$ cat src/rtl/alu_pkg.sv
// ============================================================================
// Package  : alu_pkg
// Purpose  : Opcodes of the 4-bit ALU, the wide-operation codes and the
//            sequencer state type shared by the wide sequencer and its users.
// Revision : 1.0  initial release
// ============================================================================
`default_nettype none

package alu_pkg;

    typedef enum logic [3:0] {
        OP_SEL       = 4'd0,
        OP_INC       = 4'd1,
        OP_DEC       = 4'd2,
        OP_ADD       = 4'd3,
        OP_ADD_C     = 4'd4,
        OP_SUB       = 4'd5,
        OP_SUB_B     = 4'd6,
        OP_AND       = 4'd7,
        OP_OR        = 4'd8,
        OP_XOR       = 4'd9,
        OP_NOT       = 4'd10,
        OP_SHL       = 4'd11,
        OP_SHR       = 4'd12,
        OP_INVALID_0 = 4'd13,
        OP_INVALID_1 = 4'd14,
        OP_INVALID_2 = 4'd15
    } opcode_e;

    typedef enum logic [2:0] {
        W_ADD = 3'd0,
        W_SUB = 3'd1,
        W_AND = 3'd2,
        W_OR  = 3'd3,
        W_XOR = 3'd4
    } wop_e;

    typedef enum logic [1:0] {
        S_IDLE  = 2'd0,
        S_ISSUE = 2'd1,
        S_WAIT  = 2'd2,
        S_DONE  = 2'd3
    } seq_state_e;

    function automatic logic wop_is_valid(input logic [2:0] op);
        return (op <= 3'd4);
    endfunction

    // Only the arithmetic ops seed the chain with the requester's carry-in.
    function automatic logic wop_chains_carry(input wop_e op);
        return (op == W_ADD) || (op == W_SUB);
    endfunction

    function automatic opcode_e wop_to_opcode(input wop_e op);
        opcode_e code;
        case (op)
            W_ADD:   code = OP_ADD_C;
            W_SUB:   code = OP_SUB_B;
            W_AND:   code = OP_AND;
            W_OR:    code = OP_OR;
            W_XOR:   code = OP_XOR;
            default: code = OP_SEL;
        endcase
        return code;
    endfunction

endpackage

`default_nettype wire

$ cat src/rtl/alu_wide_seq_if.sv
// ============================================================================
// Interface : alu_wide_seq_if
// Purpose   : Requester handshake, response and 4-bit ALU port bundle of the
//             wide sequencer.
// Revision  : 1.0  initial release
// ============================================================================
`default_nettype none

interface alu_wide_seq_if #(
    parameter int NIBBLES = 4
);
    localparam int c_WIDTH = 4 * NIBBLES;

    logic               req_valid;
    logic               req_ready;
    logic [2:0]         req_op;
    logic [c_WIDTH-1:0] req_a;
    logic [c_WIDTH-1:0] req_b;
    logic               req_cin;

    logic               rsp_valid;
    logic [c_WIDTH-1:0] rsp_result;
    logic               rsp_carry;
    logic               rsp_zero;
    logic               rsp_err;

    logic               alu_valid_in;
    logic [3:0]         alu_a;
    logic [3:0]         alu_b;
    logic               alu_cin;
    logic [3:0]         alu_ctl;
    logic               alu_valid_out;
    logic [3:0]         alu_result;
    logic               alu_carry;
    logic               alu_zero;

    // Sequencer side.
    modport slave (
        input  req_valid, req_op, req_a, req_b, req_cin,
        output req_ready,
        output rsp_valid, rsp_result, rsp_carry, rsp_zero, rsp_err,
        output alu_valid_in, alu_a, alu_b, alu_cin, alu_ctl,
        input  alu_valid_out, alu_result, alu_carry, alu_zero
    );

    // Requester plus ALU side.
    modport master (
        output req_valid, req_op, req_a, req_b, req_cin,
        input  req_ready,
        input  rsp_valid, rsp_result, rsp_carry, rsp_zero, rsp_err,
        input  alu_valid_in, alu_a, alu_b, alu_cin, alu_ctl,
        output alu_valid_out, alu_result, alu_carry, alu_zero
    );

endinterface

`default_nettype wire

$ cat src/rtl/alu_wide_seq.sv
// ============================================================================
// Module   : alu_wide_seq
// Purpose  : Executes 4*NIBBLES-bit add/sub/logic ops as a chain of 4-bit ALU
//            transactions, carrying through a local carry register.
// Revision : 1.0  initial release
// ============================================================================
`default_nettype none

module alu_wide_seq
    import alu_pkg::*;
#(
    parameter int NIBBLES = 4
) (
    input  logic          clk,
    input  logic          reset,
    alu_wide_seq_if.slave bus
);

    localparam int                 c_WIDTH = 4 * NIBBLES;
    localparam int                 c_IDX_W = (NIBBLES > 1) ? $clog2(NIBBLES) : 1;
    localparam logic [c_IDX_W-1:0] c_LAST  = c_IDX_W'(NIBBLES - 1);

    seq_state_e         r_state,          w_state_nxt;
    logic [c_WIDTH-1:0] r_a,              w_a_nxt;
    logic [c_WIDTH-1:0] r_b,              w_b_nxt;
    wop_e               r_op,             w_op_nxt;
    logic               r_carry,          w_carry_nxt;
    logic [c_IDX_W-1:0] r_idx,            w_idx_nxt;
    logic [c_WIDTH-1:0] r_result,         w_result_nxt;
    logic               r_alu_valid_in,   w_alu_valid_in_nxt;
    logic [3:0]         r_alu_a,          w_alu_a_nxt;
    logic [3:0]         r_alu_b,          w_alu_b_nxt;
    logic               r_alu_cin,        w_alu_cin_nxt;
    opcode_e            r_alu_ctl,        w_alu_ctl_nxt;
    logic               r_rsp_valid,      w_rsp_valid_nxt;
    logic [c_WIDTH-1:0] r_rsp_result,     w_rsp_result_nxt;
    logic               r_rsp_carry,      w_rsp_carry_nxt;
    logic               r_rsp_zero,       w_rsp_zero_nxt;
    logic               r_rsp_err,        w_rsp_err_nxt;

    logic [c_WIDTH-1:0] w_cap_result;
    logic [c_IDX_W-1:0] w_idx_inc;
    logic               w_start_carry;
    logic               unused_alu_zero;

    // Zero is evaluated over the full width, so the per-nibble flag is not needed.
    assign unused_alu_zero = bus.alu_zero;

    always_ff @(posedge clk or negedge reset) begin
        if (!reset) begin
            r_state        <= S_IDLE;
            r_a            <= '0;
            r_b            <= '0;
            r_op           <= W_ADD;
            r_carry        <= 1'b0;
            r_idx          <= '0;
            r_result       <= '0;
            r_alu_valid_in <= 1'b0;
            r_alu_a        <= '0;
            r_alu_b        <= '0;
            r_alu_cin      <= 1'b0;
            r_alu_ctl      <= OP_SEL;
            r_rsp_valid    <= 1'b0;
            r_rsp_result   <= '0;
            r_rsp_carry    <= 1'b0;
            r_rsp_zero     <= 1'b0;
            r_rsp_err      <= 1'b0;
        end else begin
            r_state        <= w_state_nxt;
            r_a            <= w_a_nxt;
            r_b            <= w_b_nxt;
            r_op           <= w_op_nxt;
            r_carry        <= w_carry_nxt;
            r_idx          <= w_idx_nxt;
            r_result       <= w_result_nxt;
            r_alu_valid_in <= w_alu_valid_in_nxt;
            r_alu_a        <= w_alu_a_nxt;
            r_alu_b        <= w_alu_b_nxt;
            r_alu_cin      <= w_alu_cin_nxt;
            r_alu_ctl      <= w_alu_ctl_nxt;
            r_rsp_valid    <= w_rsp_valid_nxt;
            r_rsp_result   <= w_rsp_result_nxt;
            r_rsp_carry    <= w_rsp_carry_nxt;
            r_rsp_zero     <= w_rsp_zero_nxt;
            r_rsp_err      <= w_rsp_err_nxt;
        end
    end

    // Outputs are registered on entry to the state that owns them, so the ALU
    // strobe is high during ISSUE and the response pulse is high during DONE.
    always_comb begin
        w_state_nxt        = r_state;
        w_a_nxt            = r_a;
        w_b_nxt            = r_b;
        w_op_nxt           = r_op;
        w_carry_nxt        = r_carry;
        w_idx_nxt          = r_idx;
        w_result_nxt       = r_result;
        w_alu_valid_in_nxt = 1'b0;
        w_alu_a_nxt        = r_alu_a;
        w_alu_b_nxt        = r_alu_b;
        w_alu_cin_nxt      = r_alu_cin;
        w_alu_ctl_nxt      = r_alu_ctl;
        w_rsp_valid_nxt    = 1'b0;
        w_rsp_result_nxt   = r_rsp_result;
        w_rsp_carry_nxt    = r_rsp_carry;
        w_rsp_zero_nxt     = r_rsp_zero;
        w_rsp_err_nxt      = r_rsp_err;

        w_cap_result                       = r_result;
        w_cap_result[{r_idx, 2'b00} +: 4]  = bus.alu_result;
        w_idx_inc                          = r_idx + c_IDX_W'(1);
        w_start_carry                      = wop_chains_carry(wop_e'(bus.req_op)) & bus.req_cin;

        case (r_state)
            S_IDLE: begin
                if (bus.req_valid) begin
                    w_a_nxt      = bus.req_a;
                    w_b_nxt      = bus.req_b;
                    w_op_nxt     = wop_e'(bus.req_op);
                    w_idx_nxt    = '0;
                    w_result_nxt = '0;
                    if (wop_is_valid(bus.req_op)) begin
                        w_carry_nxt        = w_start_carry;
                        w_alu_valid_in_nxt = 1'b1;
                        w_alu_a_nxt        = bus.req_a[3:0];
                        w_alu_b_nxt        = bus.req_b[3:0];
                        w_alu_cin_nxt      = w_start_carry;
                        w_alu_ctl_nxt      = wop_to_opcode(wop_e'(bus.req_op));
                        w_state_nxt        = S_ISSUE;
                    end else begin
                        w_carry_nxt      = 1'b0;
                        w_rsp_valid_nxt  = 1'b1;
                        w_rsp_result_nxt = '0;
                        w_rsp_carry_nxt  = 1'b0;
                        w_rsp_zero_nxt   = 1'b1;
                        w_rsp_err_nxt    = 1'b1;
                        w_state_nxt      = S_DONE;
                    end
                end
            end

            S_ISSUE: begin
                w_state_nxt = S_WAIT;
            end

            S_WAIT: begin
                if (bus.alu_valid_out) begin
                    w_result_nxt = w_cap_result;
                    w_carry_nxt  = bus.alu_carry;
                    if (r_idx == c_LAST) begin
                        w_rsp_valid_nxt  = 1'b1;
                        w_rsp_result_nxt = w_cap_result;
                        w_rsp_carry_nxt  = bus.alu_carry;
                        w_rsp_zero_nxt   = (w_cap_result == '0);
                        w_rsp_err_nxt    = 1'b0;
                        w_state_nxt      = S_DONE;
                    end else begin
                        w_idx_nxt          = w_idx_inc;
                        w_alu_valid_in_nxt = 1'b1;
                        w_alu_a_nxt        = r_a[{w_idx_inc, 2'b00} +: 4];
                        w_alu_b_nxt        = r_b[{w_idx_inc, 2'b00} +: 4];
                        w_alu_cin_nxt      = bus.alu_carry;
                        w_alu_ctl_nxt      = wop_to_opcode(r_op);
                        w_state_nxt        = S_ISSUE;
                    end
                end
            end

            S_DONE: begin
                w_state_nxt = S_IDLE;
            end

            default: begin
                w_state_nxt = S_IDLE;
            end
        endcase
    end

    assign bus.req_ready    = (r_state == S_IDLE);
    assign bus.alu_valid_in = r_alu_valid_in;
    assign bus.alu_a        = r_alu_a;
    assign bus.alu_b        = r_alu_b;
    assign bus.alu_cin      = r_alu_cin;
    assign bus.alu_ctl      = r_alu_ctl;
    assign bus.rsp_valid    = r_rsp_valid;
    assign bus.rsp_result   = r_rsp_result;
    assign bus.rsp_carry    = r_rsp_carry;
    assign bus.rsp_zero     = r_rsp_zero;
    assign bus.rsp_err      = r_rsp_err;

endmodule

`default_nettype wire

$ cat src/flat_wrapper.sv
// flat-port wrapper written by rule: the top's interface ports become plain ports
module alu_wide_seq_flat import alu_pkg::*;
#(
    parameter int NIBBLES = 4
)
  (clk, reset, bus_req_valid, bus_req_op, bus_req_a, bus_req_b, bus_req_cin, bus_req_ready, bus_rsp_valid, bus_rsp_result, bus_rsp_carry, bus_rsp_zero, bus_rsp_err, bus_alu_valid_in, bus_alu_a, bus_alu_b, bus_alu_cin, bus_alu_ctl, bus_alu_valid_out, bus_alu_result, bus_alu_carry, bus_alu_zero);
  alu_wide_seq_if #(.NIBBLES(NIBBLES)) bus_i ();
  input  logic clk;
  input  logic reset;
  input wire logic [$bits(bus_i.req_valid)-1:0] bus_req_valid;
  input wire logic [$bits(bus_i.req_op)-1:0] bus_req_op;
  input wire logic [$bits(bus_i.req_a)-1:0] bus_req_a;
  input wire logic [$bits(bus_i.req_b)-1:0] bus_req_b;
  input wire logic [$bits(bus_i.req_cin)-1:0] bus_req_cin;
  output wire logic [$bits(bus_i.req_ready)-1:0] bus_req_ready;
  output wire logic [$bits(bus_i.rsp_valid)-1:0] bus_rsp_valid;
  output wire logic [$bits(bus_i.rsp_result)-1:0] bus_rsp_result;
  output wire logic [$bits(bus_i.rsp_carry)-1:0] bus_rsp_carry;
  output wire logic [$bits(bus_i.rsp_zero)-1:0] bus_rsp_zero;
  output wire logic [$bits(bus_i.rsp_err)-1:0] bus_rsp_err;
  output wire logic [$bits(bus_i.alu_valid_in)-1:0] bus_alu_valid_in;
  output wire logic [$bits(bus_i.alu_a)-1:0] bus_alu_a;
  output wire logic [$bits(bus_i.alu_b)-1:0] bus_alu_b;
  output wire logic [$bits(bus_i.alu_cin)-1:0] bus_alu_cin;
  output wire logic [$bits(bus_i.alu_ctl)-1:0] bus_alu_ctl;
  input wire logic [$bits(bus_i.alu_valid_out)-1:0] bus_alu_valid_out;
  input wire logic [$bits(bus_i.alu_result)-1:0] bus_alu_result;
  input wire logic [$bits(bus_i.alu_carry)-1:0] bus_alu_carry;
  input wire logic [$bits(bus_i.alu_zero)-1:0] bus_alu_zero;
  assign bus_i.req_valid = bus_req_valid;
  assign bus_i.req_op = bus_req_op;
  assign bus_i.req_a = bus_req_a;
  assign bus_i.req_b = bus_req_b;
  assign bus_i.req_cin = bus_req_cin;
  assign bus_req_ready = bus_i.req_ready;
  assign bus_rsp_valid = bus_i.rsp_valid;
  assign bus_rsp_result = bus_i.rsp_result;
  assign bus_rsp_carry = bus_i.rsp_carry;
  assign bus_rsp_zero = bus_i.rsp_zero;
  assign bus_rsp_err = bus_i.rsp_err;
  assign bus_alu_valid_in = bus_i.alu_valid_in;
  assign bus_alu_a = bus_i.alu_a;
  assign bus_alu_b = bus_i.alu_b;
  assign bus_alu_cin = bus_i.alu_cin;
  assign bus_alu_ctl = bus_i.alu_ctl;
  assign bus_i.alu_valid_out = bus_alu_valid_out;
  assign bus_i.alu_result = bus_alu_result;
  assign bus_i.alu_carry = bus_alu_carry;
  assign bus_i.alu_zero = bus_alu_zero;
  alu_wide_seq #(.NIBBLES(NIBBLES)) u_core (.clk(clk), .reset(reset), .bus(bus_i));
endmodule
$ cat config.mk
export PLATFORM = sky130hd
export DESIGN_NAME = alu_wide_seq_flat
export DESIGN_NICKNAME = d
export VERILOG_FILES = /design/src/rtl/alu_pkg.sv /design/src/rtl/alu_wide_seq_if.sv /design/src/rtl/alu_wide_seq.sv /design/src/flat_wrapper.sv
export SDC_FILE = /design/constraint.sdc
export NUM_CORES = 1
export LEC_CHECK = 0
export BUFFER_PORTS_ARGS = -buffer_cell sky130_fd_sc_hd__buf_4
export CAP_MARGIN = 20
export CORE_ASPECT_RATIO = 2
export CORE_MARGIN = 2
export CORE_UTILIZATION = 45
export CTS_BUF_LIST = sky130_fd_sc_hd__clkbuf_8
export CTS_CLUSTER_DIAMETER = 30
export CTS_CLUSTER_SIZE = 12
export DETAILED_ROUTE_END_ITERATION = 8
export MAX_ROUTING_LAYER = met4
export PLACE_DENSITY_LB_ADDON = 0.1
export SLEW_MARGIN = 20
export SYNTH_ARGS = -nofsm -noshare
export SYNTH_HDL_FRONTEND = slang
export SYNTH_SLANG_ARGS = --single-unit
$ cat constraint.sdc
create_clock -name clk -period 2.88 [get_ports clk]
set_clock_uncertainty 0.1 [all_clocks]
set_input_delay 0.576 -clock clk [delete_from_list [all_inputs] [get_ports clk]]
set_output_delay 0.576 -clock clk [all_outputs]
set_load 0.03 [all_outputs]
Word level (Yosys, flattened, before mapping)
Index checks and enable logic that the tools add are counted.
{ "totals": {"output_inout_bits": 35, "inputBits": 46, "wordCells": 117, "register_bits": 89} }
{ "op_classes": {"mux": 63, "bitwise": 1, "n_addsub": 2, "shifts": 4, "n_lt_le_gt_ge": 1, "n_reduce_logical": 12, "n_eq_ne": 18} }
{ "op_table": {"columns": ["cell", "count"], "rows": [
  ["16-bit two-way mux", 6],
  ["16-bit one-hot mux with 2 select lines", 2],
  ["4-bit two-way mux", 12],
  ["4-bit one-hot mux with 5 select lines", 2],
  ["16-bit by 5-bit variable part select with 4-bit output", 2],
  ["4-bit one-hot mux with 2 select lines", 3],
  ["1-bit two-way mux", 22],
  ["16-bit bitwise mux", 1],
  ["16-bit zero test", 1],
  ["4-bit by 6-bit variable shift with 16-bit output, first input constant", 1],
  ["4-bit by 6-bit variable part select with 16-bit output", 1],
  ["2-bit two-way mux", 7],
  ["3-bit by 2-bit == test with 1-bit output, second input constant", 4],
  ["1-bit one-hot mux with 2 select lines", 6],
  ["5-bit AND reduction", 2],
  ["2-bit inequality test, second input constant", 4],
  ["2-bit one-hot mux with 4 select lines", 1],
  ["2-bit == test, second input constant", 3],
  ["3-bit by 1-bit == test with 1-bit output, second input constant", 2],
  ["3-bit == test, second input constant", 2],
  ["3-bit zero test", 2],
  ["4-bit negation with 6-bit output", 1],
  ["2-bit by 1-bit inequality test with 1-bit output, second input constant", 2],
  ["2-bit one-hot mux with 2 select lines", 1],
  ["10 further kinds", 11]
]} }

Longest topological paths before layout
Gate-level depths: netlist of run 1.
{ "depth": {"word_depth": 7, "ltp_mapped": 9, "ltp_nobuf": 7} }

Worst setup path after synthesis of run 1
OpenSTA, ideal clock, no wires.
{ "synth_path": {"path_type": "register to register", "start": "register u_core.r_idx[0]", "end": "register u_core.r_rsp_zero, in the netlist u_core.bus.rsp_zero", "arrival_time_ns": 1.982, "n_path_buf": 1, "synth_period_minus_slack_ns": 2.213, "stages_incl_launch_ff": 9, "setup_ns": 0.131, "t_required_ns": 2.649, "slack_ns": 0.667, "cell_sequence": "dfrtp_1 -> buf_4 -> inv_1 -> ha_1 -> or3b_1 -> nor3b_2 -> o21ai_0 -> nand3_1 -> o31ai_2"} }
{ "synth_via": {"elab_chain_len": 7, "word_cells_on_any_way": 11, "classes_between": "add/sub (1); eq/ne (2); shift (2); mux (4); reduce/logical (2)"} }
{ "synth_rtl": {"columns": ["item", "line", "source"], "rows": [
  ["from (decl)", "alu_wide_seq.sv:28", "logic [c_IDX_W-1:0] r_idx, w_idx_nxt;"],
  ["from (signal assigned)", "alu_wide_seq.sv:74", "r_idx <= w_idx_nxt;"],
  ["4-bit negation with 6-bit output", "alu_wide_seq.sv:111", "w_cap_result[{r_idx, 2'b00} +: 4] = bus.alu_result;"],
  ["4-bit by 6-bit variable part select with 16-bit output / 4-bit by 6-bit variable shift with 16-bit output (equally long branches)", "alu_wide_seq.sv:111", null],
  ["16-bit bitwise mux", "alu_wide_seq.sv:111", null],
  ["16-bit zero test", "alu_wide_seq.sv:155", "w_rsp_zero_nxt = (w_cap_result == '0);"],
  ["1-bit two-way mux", "alu_wide_seq.sv:151", "if (r_idx == c_LAST) begin"],
  ["1-bit two-way mux", "alu_wide_seq.sv:148", "if (bus.alu_valid_out) begin"],
  ["1-bit one-hot mux with 2 select lines", "alu_wide_seq.sv:115", "case (r_state)"],
  ["to (signal assigned)", "alu_wide_seq.sv:84", "r_rsp_zero <= w_rsp_zero_nxt;"],
  ["to (decl)", "alu_wide_seq.sv:38", "logic r_rsp_zero, w_rsp_zero_nxt;"]
]} }
Several ways; a longest one is shown, not always the timed one. The select of a mux whose other input is x is not followed.
A chain may end at the register's enable or synchronous reset.

Worst setup path after layout of run 1
Ends and elaborated chain as after synthesis.

==> impl_metrics.py, run 1 <==
metrics = {
    "synthesis": {
        "syn_inst": 374,
        "synth_ff_type": "dfrtp_1",
        "ys_seq_area_frac": 0.529,
        "synth_edf_count": 0,
        "synth_top_area_frac": 0.529,
        "yosysTopAreaCell": "dfrtp_1",
        "syn_area_sq_um": 4210,
        "synth_cell_type_count": 51,
        "syn_avg_cell_area_sq_um": 11.3,
        "synth-seq-cells": 89,
        "postSynth.asyncResetShare": 1.00,
        "syn_nets": 426,
        "synth_area_leaders": "dfrtp_1, mux2_2, nand2_1",
        "yosysWarnings": 0,
    },
    "worst_setup_path": {
        "max_stage_delay_ps": 420,
        "cp-end-kind": "register",
        "path_max_fanout": 11,
        "crit_buf_inv": 1,
        "critPathRequiredTime_ps": 3060,
        "crit_family": "compound AO/OA/AOI/OAI gates",
        "crit_type": "reg2reg",
        "crit_arrival_ps": 2440,
        "slowest_stage": "dfrtp_1",
        "cp-start-kind": "register",
        "r2r_setup_slack_ps": 620,
        "crit_chain": "inv_1 > ha_1 > and2b_1 > a32oi_1 > nand4_1 > o31ai_2",
    },
    "placed_design": {
        "routabilityCongestion": 0.835,
        "dp_hpwl_um": 7130,
        "io_buffers": 79,
        "dp_slack_ps": 626,
        "place_area_sq_um": 4880,
    },
    "cells_and_area": {
        "syn_to_final_growth_pct": 22.0,
        "drive_above_1_share": 0.352,
        "final_cell_area_sq_um": 5140,
        "nFillCells": 844,
        "layout.nets": 505,
        "antennaDiodeCount": 0,
    },
    "clocking": {
        "holdBufCountCts": 0,
        "root_buffer": "clkbuf_8",
        "numCtsBuffers": 9,
        "cts_sinks": 89,
        "cts_buffer_depth": 2,
        "cts_max_level": 3,
        "cts_tree": "built",
        "cts_setup_buffers": 0,
        "cts_resized": 0,
        "clk_pin_slew_ps": 90,
        "clkLatencyLatePin_ps": 360,
    },
    "detailed_routing": {
        "vias": 3087,
        "antenna_left": 0,
        "wirelength_um": 9660,
        "drt-wirelength-per-cell_um": 17.2,
        "via_per_inst": 5.49,
        "first_iter_violations": 186,
        "drt-pass1-iter-count": 4,
        "drcViolationCount": 0,
    },
    "timing": {
        "worst_pin_slew_ps": 804,
        "min_period_ps": 2260,
        "tns_ps": 0,
        "drv_slew": 0,
        "slew-limit-headroom": 0.464,
        "final-setup-viol-count": 0,
        "setup_ws_ps": 622,
        "hold_slack_ps": 122,
        "rsz0062_at_grt": "no",
        "hold_viol_final": 0,
        "fmax_mhz": 443,
        "finalCritPeriodShare": 0.784,
    },
    "job": {
        "maxCapViolCount": 0,
    },
    "pwr": {
        "peakVddDrop_mv": 0.500,
        "total_power_w": 0.00526,
        "cellLeakagePower_nw": 2.31,
        "powerDensity_nw_per_um2": 1020,
    },
    "global_route": {
        "antenna_found_initial": 0,
        "grt_first_pass_wirelength_um": 16000,
        "grt_overflow": 0,
        "grt_max_degree": 49,
        "grt_pass1_vias": 3251,
        "track_usage": 0.213,
    },
    "hold_path": {
        "hold_path.class": "in2async",
    },
    "floorplan": {
        "io_pins": 81,
        "coreArea_sq_um": 9260,
        "die_area_sq_um": 10200,
        "row_count": 50,
        "start_util": 0.455,
        "dieHeight_um": 141,
        "fp.dieW_um": 72.4,
    },
    "run_status": {
        "status": "completed",
    },
}
==> path summary, 6_finish.rpt <==
check                                                          start                                   end  cells after the start
worst min-delay path                                           reset        u_core.bus.rsp_valid$_DFF_PN0_                      1
worst max-delay path                     u_core.r_idx[0]$_DFFE_PN0P_       u_core.bus.rsp_zero$_DFFE_PN0P_                      6
worst max register to register           u_core.r_idx[0]$_DFFE_PN0P_       u_core.bus.rsp_zero$_DFFE_PN0P_                      6
worst min register to register  u_core.bus.rsp_result[0]$_DFFE_PN0P_  u_core.bus.rsp_result[0]$_DFFE_PN0P_                      2
max in group asynchronous                                      reset     u_core.bus.alu_ctl[2]$_DFFE_PN0P_                      2
min in group clk                                       bus_req_b[10]            u_core.r_b[10]$_DFFE_PN0P_                      2
==> worst reg2reg max path: cells and delay by family, from the launching register on <==
kind,cells,cell delay (ps)
flops,1,420
compound gates,2,610
fa+ha+maj,1,380
simple gates,2,530
buf+inv,1,150
==> cell families after synthesis <==
family / Yosys count / share of synthesized area
fa+ha+maj: 6 / 0.0178
compound gates: 84 / 0.127
xor+xnor: 4 / 0.00832
buf+inv: 28 / 0.0377
simple gates: 120 / 0.144
flops: 89 / 0.529
mux: 43 / 0.136
==> cell usage after synthesis (2+ instances only) <==
| cell | instances |
|---|---|
| clkbuf_1 | 2 |
| nor2b_1 | 8 |
| buf_6 | 4 |
| nand2_1 | 56 |
| buf_2 | 10 |
| nand3_1 | 5 |
| nor2_1 | 27 |
| o22ai_1 | 3 |
| and2b_1 | 2 |
| ha_1 | 6 |
| mux4_2 | 8 |
| a22o_1 | 2 |
| o31ai_1 | 5 |
| a32o_1 | 2 |
| a32oi_1 | 5 |
| dfrtp_1 | 89 |
| a21oi_1 | 11 |
| mux2_2 | 35 |
| xnor2_1 | 4 |
| inv_1 | 7 |
| buf_4 | 3 |
| o21ai_0 | 33 |
| a31oi_1 | 13 |
| nor3_1 | 7 |
==> state kept, by name (all words and copies together) (netlist names), 2 cells and up <==
name / cells
u_core.r_state: 2
u_core.bus.alu_b: 4
u_core.r_result: 16
u_core.r_b: 16
u_core.bus.alu_a: 4
u_core.bus.rsp_result: 16
u_core.r_idx: 2
u_core.r_a: 16
u_core.r_op: 3
u_core.bus.alu_ctl: 4
==> final cells by class <==
class                   count  area [sq um]  area share
well taps                 104           130      0.0253
repair buffers             88           661       0.129
inverters                   8          30.0     0.00584
flip-flops and latches     89          2230       0.433
multi-input cells         257          1830       0.356
clock inverters             4          97.6      0.0190
clock buffers              12           165      0.0321
==> power by group <==
| part | total (W) | switching (W) | internal [W] | leakage [nW] |
|---|---|---|---|---|
| clock network | 0.00109 | 0.000441 | 0.000648 | 0.129 |
| registers | 0.00197 | 0.000284 | 0.00169 | 1.12 |
| logic | 0.00220 | 0.00121 | 0.000988 | 1.07 |
==> metrics by stage <==
step / utilization / cells
floorplan: - / 374
global placement: 0.527 / 546
detailed placement: 0.527 / 546
CTS: 0.555 / 562
global route: 0.555 / 562
finish: 0.555 / 562
==> cell usage in the layout, fill, tap and decap left out, drive strengths merged, types with 8 or more instances in the layout <==
cell type / n
dfrtp: 89
mux2: 35
inv: 8
clkbuf: 12
nor2b: 8
o21ai: 35
mux4: 8
nor3: 8
nor2: 28
a31oi: 14
a21oi: 12
nand2: 56
buf: 88
==> routing by layer <==
metal  global-route usage  up-vias  wire length, um
li1                     -     1479                -
met1                0.221     1519             3550
met2                0.380       72             5510
met3               0.0400       17              311
met4               0.0936        0              290
met5                    -        -                0
No activity file was read; power rests on OpenSTA's default activity.
==> run 2: changes to the inputs <==
--- a/config.mk
+++ b/config.mk
@@ -5,6 +5,7 @@
 export SDC_FILE = /design/constraint.sdc
 export NUM_CORES = 1
 export LEC_CHECK = 0
+export ABC_AREA = 1
 export BUFFER_PORTS_ARGS = -buffer_cell sky130_fd_sc_hd__buf_4
 export CAP_MARGIN = 20
 export CORE_ASPECT_RATIO = 2
==> constraint.sdc (replaced) <==
create_clock -name clk -period 2.2 [get_ports clk]
set_clock_uncertainty 0.1 [all_clocks]
set_input_delay 0.44 -clock clk [delete_from_list [all_inputs] [get_ports clk]]
set_output_delay 0.44 -clock clk [all_outputs]
set_load 0.03 [all_outputs]
==> run 2 against run 1 <==
Wire length grew 9.9%. Sequential power is 26% higher. Core utilization up 0.15 points. Fmax rose by 12%. Area after synthesis rose by 1.7%. Clock power fell by 6%. Largest power group unchanged.
==> impl_metrics.py, run 2 <==
metrics = {
    "detailed_routing": {
        "drcViolationCount": 0,
        "wirelength_um": 10600,
        "first_iter_violations": 211,
        "drt-wirelength-per-cell_um": 14.6,
        "antenna_left": 0,
        "via_per_inst": 5.11,
        "drt-pass1-iter-count": 4,
        "vias": 3726,
    },
    "synthesis": {
        "synth_ff_type": "dfrtp_1",
        "synth_edf_count": 0,
        "synth_top_area_frac": 0.520,
        "ys_seq_area_frac": 0.520,
        "synth_cell_type_count": 25,
        "yosysTopAreaCell": "dfrtp_1",
        "yosysWarnings": 0,
        "syn_avg_cell_area_sq_um": 7.96,
        "syn_inst": 538,
        "yosys-top-cells-count": "nand2_1, dfrtp_1, o21ai_0, nor2_1, inv_1",
        "synth-seq-cells": 89,
        "syn_nets": 590,
        "postSynth.asyncResetShare": 1.00,
        "synth_area_leaders": "dfrtp_1, nand2_1, o21ai_0",
        "synth.most_common_cell": "nand2_1",
        "syn_area_sq_um": 4280,
    },
    "clocking": {
        "root_buffer": "clkbuf_8",
        "clkLatencyLatePin_ps": 360,
        "cts_buffer_depth": 2,
        "clk_pin_slew_ps": 90,
        "cts_sinks": 89,
        "cts_max_level": 3,
        "cts_setup_buffers": 0,
        "cts_tree": "built",
        "numCtsBuffers": 9,
    },
    "global_route": {
        "grt_first_pass_wirelength_um": 17600,
        "grt_overflow": 0,
        "antenna_found_initial": 0,
        "track_usage": 0.227,
        "grt_max_degree": 47,
        "grt_pass1_vias": 3720,
    },
    "timing": {
        "worst_pin_slew_ps": 419,
        "tns_ps": 0,
        "final-setup-viol-count": 0,
        "rsz0062_at_grt": "no",
        "fmax_mhz": 496,
        "hold_viol_final": 0,
        "finalCritPeriodShare": 0.916,
        "hold_slack_ps": 170,
        "drv_slew": 0,
        "slew-limit-headroom": 0.720,
        "min_period_ps": 2010,
    },
    "worst_setup_path": {
        "path_max_fanout": 7,
        "cp-start-kind": "register",
        "crit_type": "reg2reg",
        "cp-end-kind": "register",
        "crit_arrival_ps": 2220,
        "critPathRequiredTime_ps": 2400,
    },
    "placed_design": {
        "io_buffers": 79,
        "dp_hpwl_um": 7870,
        "routabilityCongestion": 0.897,
    },
    "job": {
        "maxCapViolCount": 0,
    },
    "pwr": {
        "comb_power_share": 0.463,
        "seqPwrFrac": 0.381,
        "powerDensity_nw_per_um2": 1260,
        "peakVddDrop_mv": 0.637,
        "clockPowerShare": 0.157,
        "total_power_w": 0.00652,
        "p_switching_w": 0.00287,
        "power.switching_fraction": 0.440,
        "cellLeakagePower_nw": 2.76,
        "p_int_w": 0.00365,
    },
    "cells_and_area": {
        "nFillCells": 914,
        "final_cell_mix": "nand2_1, buf_4, dfrtp_1",
        "mostFrequentLayoutCell": "nand2_1",
        "utilization": 0.557,
        "layout.nets": 672,
        "antennaDiodeCount": 0,
        "syn_to_final_growth_pct": 21.2,
        "multi_input_area_sq_um": 1770,
        "regArea_sq_um": 2230,
        "drive_above_1_share": 0.213,
    },
    "floorplan": {
        "dieHeight_um": 142,
        "coreArea_sq_um": 9320,
        "fp.dieW_um": 73.0,
        "die_area_sq_um": 10400,
        "row_count": 50,
        "start_util": 0.459,
        "io_pins": 81,
    },
    "run_status": {
        "status": "completed",
    },
    "hold_path": {
        "hold_path.class": "in2reg",
    },
}
## run 2: area by class of cell
class                           count  share of cell area
Sequential cell                    89               0.429
Multi-Input combinational cell    384               0.342
Timing Repair Buffer               94               0.139
Inverter                           42              0.0309
Clock buffer                       11              0.0292
Tap cell                          104              0.0251
Clock inverter                      5             0.00458
## run 2: cell families (layout without fill, tap and decap cells)
group	Yosys count	after routing	share of synthesized area
and+or+nand+nor	282	282	0.263
adders and majority gates	6	6	0.0175
buffers and inverters	65	152	0.0655
DFF	89	89	0.520
AOI/OAI and AO/OA	96	96	0.134
## run 2: path summary, 6_finish.rpt
kind / start / end / slack [ps] / cells past startpoint
worst max-delay path: u_core.r_idx[1]$_DFFE_PN0P_ / u_core.r_result[6]$_DFFE_PN0P_ / 190 / 8
worst min-delay path: bus_req_a[10] / u_core.r_a[10]$_DFFE_PN0P_ / 170 / 3
worst max register to register: u_core.r_idx[1]$_DFFE_PN0P_ / u_core.r_result[6]$_DFFE_PN0P_ / 190 / 8
worst min register to register: u_core.r_a[1]$_DFFE_PN0P_ / u_core.r_a[1]$_DFFE_PN0P_ / 380 / 2
max in group asynchronous: reset / u_core.r_op[2]$_DFFE_PN0P_ / 960 / 3
min in group asynchronous: reset / u_core.r_a[15]$_DFFE_PN0P_ / 440 / 2
## run 2: per-stage QoR
stage	cells	cell area (sq um)	setup WS [ps]
global route	729	5190	15.1
finish	729	5190	185
CTS	729	5180	123
floorplan	538	4280	73.0
detailed placement	712	5000	140
global placement	712	5000	200
## run 2: layer usage
metal  track usage  part of all wire
met5             -                 0
met4        0.0906             0.024
met3        0.0397             0.028
met2         0.399              0.56
met1         0.248              0.39
## run 2: timing repair
item | 4_1_cts | 5_1_grt
hold endpoints to repair | 21 | 0
hold buffers | 1 | 0
setup endpoints to repair | 0 | 3
gates resized for setup | 0 | 2
## run 2: power by group through the flow
stage               registers (W)  logic [W]  clock network, W
floorplan                 0.00278    0.00170                 0
global placement          0.00249    0.00300                 0
detailed placement        0.00251    0.00304                 0
CTS                       0.00248    0.00305           0.00105
global route              0.00254    0.00338           0.00112
finish                    0.00248    0.00301           0.00102
## run 2: worst max-delay path, cell delays in order (launching register included)
cell and delay [ps]:
dfrtp_1 420, inv_1 100, ha_1 410, nand2_1 80, nor2_1 240, nand2_1 110
a21oi_1 310, nand2_1 100, nand2_1 80
==> run 3: changes to the inputs <==
--- a/config.mk
+++ b/config.mk
@@ -5,11 +5,9 @@
 export SDC_FILE = /design/constraint.sdc
 export NUM_CORES = 1
 export LEC_CHECK = 0
-export ABC_AREA = 1
 export BUFFER_PORTS_ARGS = -buffer_cell sky130_fd_sc_hd__buf_4
 export CAP_MARGIN = 20
 export CORE_ASPECT_RATIO = 2
-export CORE_MARGIN = 2
 export CORE_UTILIZATION = 45
 export CTS_BUF_LIST = sky130_fd_sc_hd__clkbuf_8
 export CTS_CLUSTER_DIAMETER = 30
==> run 3 against run 2 <==
Combinational power rose by 2%. Worst hold slack improved by 26 ps. Fmax decreased by 3.4%. Via count is 15% lower. Cell count fell by 21%. Setup slack got worse by 71 ps. Die area down 5.7%. Sequential power grew 4%. Sequential share of layout area is 0.72 points lower. Clock-buffer cell count is 1 lower. Highest routed layer unchanged.
==> impl_metrics.py, run 3 (synthesis results as in run 1) <==
metrics = {
    "run_status": {
        "status": "completed",
    },
    "worst_setup_path": {
        "r2r-end": "u_core.bus.rsp_zero$_DFFE_PN0P_",
        "r2r_cells": 7,
        "crit_arrival_ps": 2240,
        "cp-end-kind": "register",
        "cp-start-kind": "register",
        "path_max_fanout": 5,
        "crit_type": "reg2reg",
        "r2r_setup_slack_ps": 110,
        "crit_family": "simple AND/OR/NAND/NOR gates",
        "crit_chain": "inv_1 > ha_4 > or3b_1 > nor3b_4 > o21ai_0 > nand3_1 > o31ai_2",
        "crit_buf_inv": 1,
        "critPathRequiredTime_ps": 2350,
        "r2r-start": "u_core.r_idx[1]$_DFFE_PN0P_",
        "slowest_stage": "or3b_1",
        "max_stage_delay_ps": 410,
    },
    "timing": {
        "hold_viol_final": 0,
        "drv_slew": 0,
        "hold_slack_ps": 196,
        "slew-limit-headroom": 0.729,
        "tns_ps": 0,
        "min_period_ps": 2090,
        "worst_pin_slew_ps": 407,
        "fmax_mhz": 479,
        "final-setup-viol-count": 0,
        "rsz0062_at_grt": "no",
        "finalCritPeriodShare": 0.948,
    },
    "cells_and_area": {
        "syn_to_final_growth_pct": 25.3,
        "antennaDiodeCount": 0,
        "drive_above_1_share": 0.371,
        "multi_input_area_sq_um": 1850,
        "mostFrequentLayoutCell": "buf_4",
        "final_cell_mix": "buf_4, dfrtp_1, nand2_1",
        "regArea_sq_um": 2230,
        "layout.nets": 519,
        "nFillCells": 774,
    },
    "clocking": {
        "clkLatencyLatePin_ps": 370,
        "cts_tree": "built",
        "clk_pin_slew_ps": 90,
        "cts_buffer_depth": 2,
        "cts_setup_buffers": 0,
        "cts_sinks": 89,
        "cts_max_level": 3,
        "numCtsBuffers": 9,
        "root_buffer": "clkbuf_8",
    },
    "placed_design": {
        "io_buffers": 79,
        "dp_hpwl_um": 7200,
        "routabilityCongestion": 0.921,
    },
    "hold_path": {
        "hold_path.class": "in2reg",
        "min_to": "u_core.r_b[6]$_DFFE_PN0P_",
        "hold_depth": 2,
        "hp-start": "bus_req_b[6]",
    },
    "floorplan": {
        "start_util": 0.467,
        "io_pins": 81,
        "fp.dieW_um": 70.4,
        "dieHeight_um": 139,
        "die_area_sq_um": 9770,
        "row_count": 49,
        "coreArea_sq_um": 9010,
    },
    "global_route": {
        "grt_overflow": 0,
        "track_usage": 0.221,
        "grt_pass1_vias": 3226,
        "antenna_found_initial": 0,
        "grt_first_pass_wirelength_um": 16200,
        "grt_max_degree": 44,
    },
    "detailed_routing": {
        "drcViolationCount": 0,
        "drt-pass1-iter-count": 4,
        "first_iter_violations": 192,
        "antenna_left": 0,
        "wirelength_um": 9690,
        "via_per_inst": 5.52,
        "drt-wirelength-per-cell_um": 16.9,
        "vias": 3171,
    },
    "pwr": {
        "peakVddDrop_mv": 0.731,
        "cellLeakagePower_nw": 2.39,
        "powerDensity_nw_per_um2": 1330,
    },
    "job": {
        "maxCapViolCount": 0,
    },
}
-- run 3: power breakdown --
group          switching, W  internal [W]  leakage, nW
registers          0.000366       0.00221         1.12
clock network      0.000583      0.000779        0.124
logic               0.00164       0.00144         1.15
-- run 3: worst register-to-register path, cell delays in order (launching register included) --
cell and delay [ps]:
dfrtp_1 400, inv_1 130, ha_4 310, or3b_1 410, nor3b_4 290, o21ai_0 130, nand3_1 130, o31ai_2 70
-- run 3: how the worst max path moves through the flow --
stage                                           start                         endpoint  slack, ps  depth (start not counted)
after floorplan           u_core.r_idx[0]$_DFFE_PN0P_  u_core.bus.rsp_zero$_DFFE_PN0P_          8                          8
after global placement    u_core.r_idx[1]$_DFFE_PN0P_  u_core.bus.rsp_zero$_DFFE_PN0P_         90                          7
after detailed placement  u_core.r_idx[1]$_DFFE_PN0P_  u_core.bus.rsp_zero$_DFFE_PN0P_         40                          7
after CTS                 u_core.r_idx[1]$_DFFE_PN0P_  u_core.bus.rsp_zero$_DFFE_PN0P_         10                          7
after global routing      u_core.r_idx[1]$_DFFE_PN0P_  u_core.bus.rsp_zero$_DFFE_PN0P_          7                          7
final                     u_core.r_idx[1]$_DFFE_PN0P_  u_core.bus.rsp_zero$_DFFE_PN0P_        110                          7
-- run 3: stage by stage --
stage | power [W] | area [sq um] | util | cells | worst slack, ps
after floorplan | 0.00470 | 4210 | - | 374 | 7.75
after global placement | 0.00557 | 5000 | 0.554 | 557 | 90.3
after detailed placement | 0.00567 | 5000 | 0.554 | 557 | 36.1
after CTS | 0.00703 | 5250 | 0.583 | 574 | 14.4
after global routing | 0.00746 | 5280 | 0.585 | 574 | 6.78
final | 0.00702 | 5280 | 0.585 | 574 | 114
-- run 3: what timing repair did --
action	CTS	global route
resized for setup	0	5
hold buffers	1	0
hold endpoints to repair	28	0
setup endpoints to repair	0	5
-- run 3: layer usage --
| layer | GRT usage | wire length (um) | vias to the layer above |
|---|---|---|---|
| met4 | 0.102 | 309 | 0 |
| met3 | 0.0407 | 325 | 24 |
| li1 | - | - | 1507 |
| met2 | 0.378 | 5420 | 80 |
| met5 | - | 0 | - |
| met1 | 0.245 | 3640 | 1560 |
-- run 3: layout make-up --
type,count,area share
sequential,89,0.422
multi-input combinational,257,0.351
timing repair buffer,102,0.150
clock buffer,10,0.0261
tap,102,0.0242
clock inverter,6,0.0202
inverter,8,0.00617
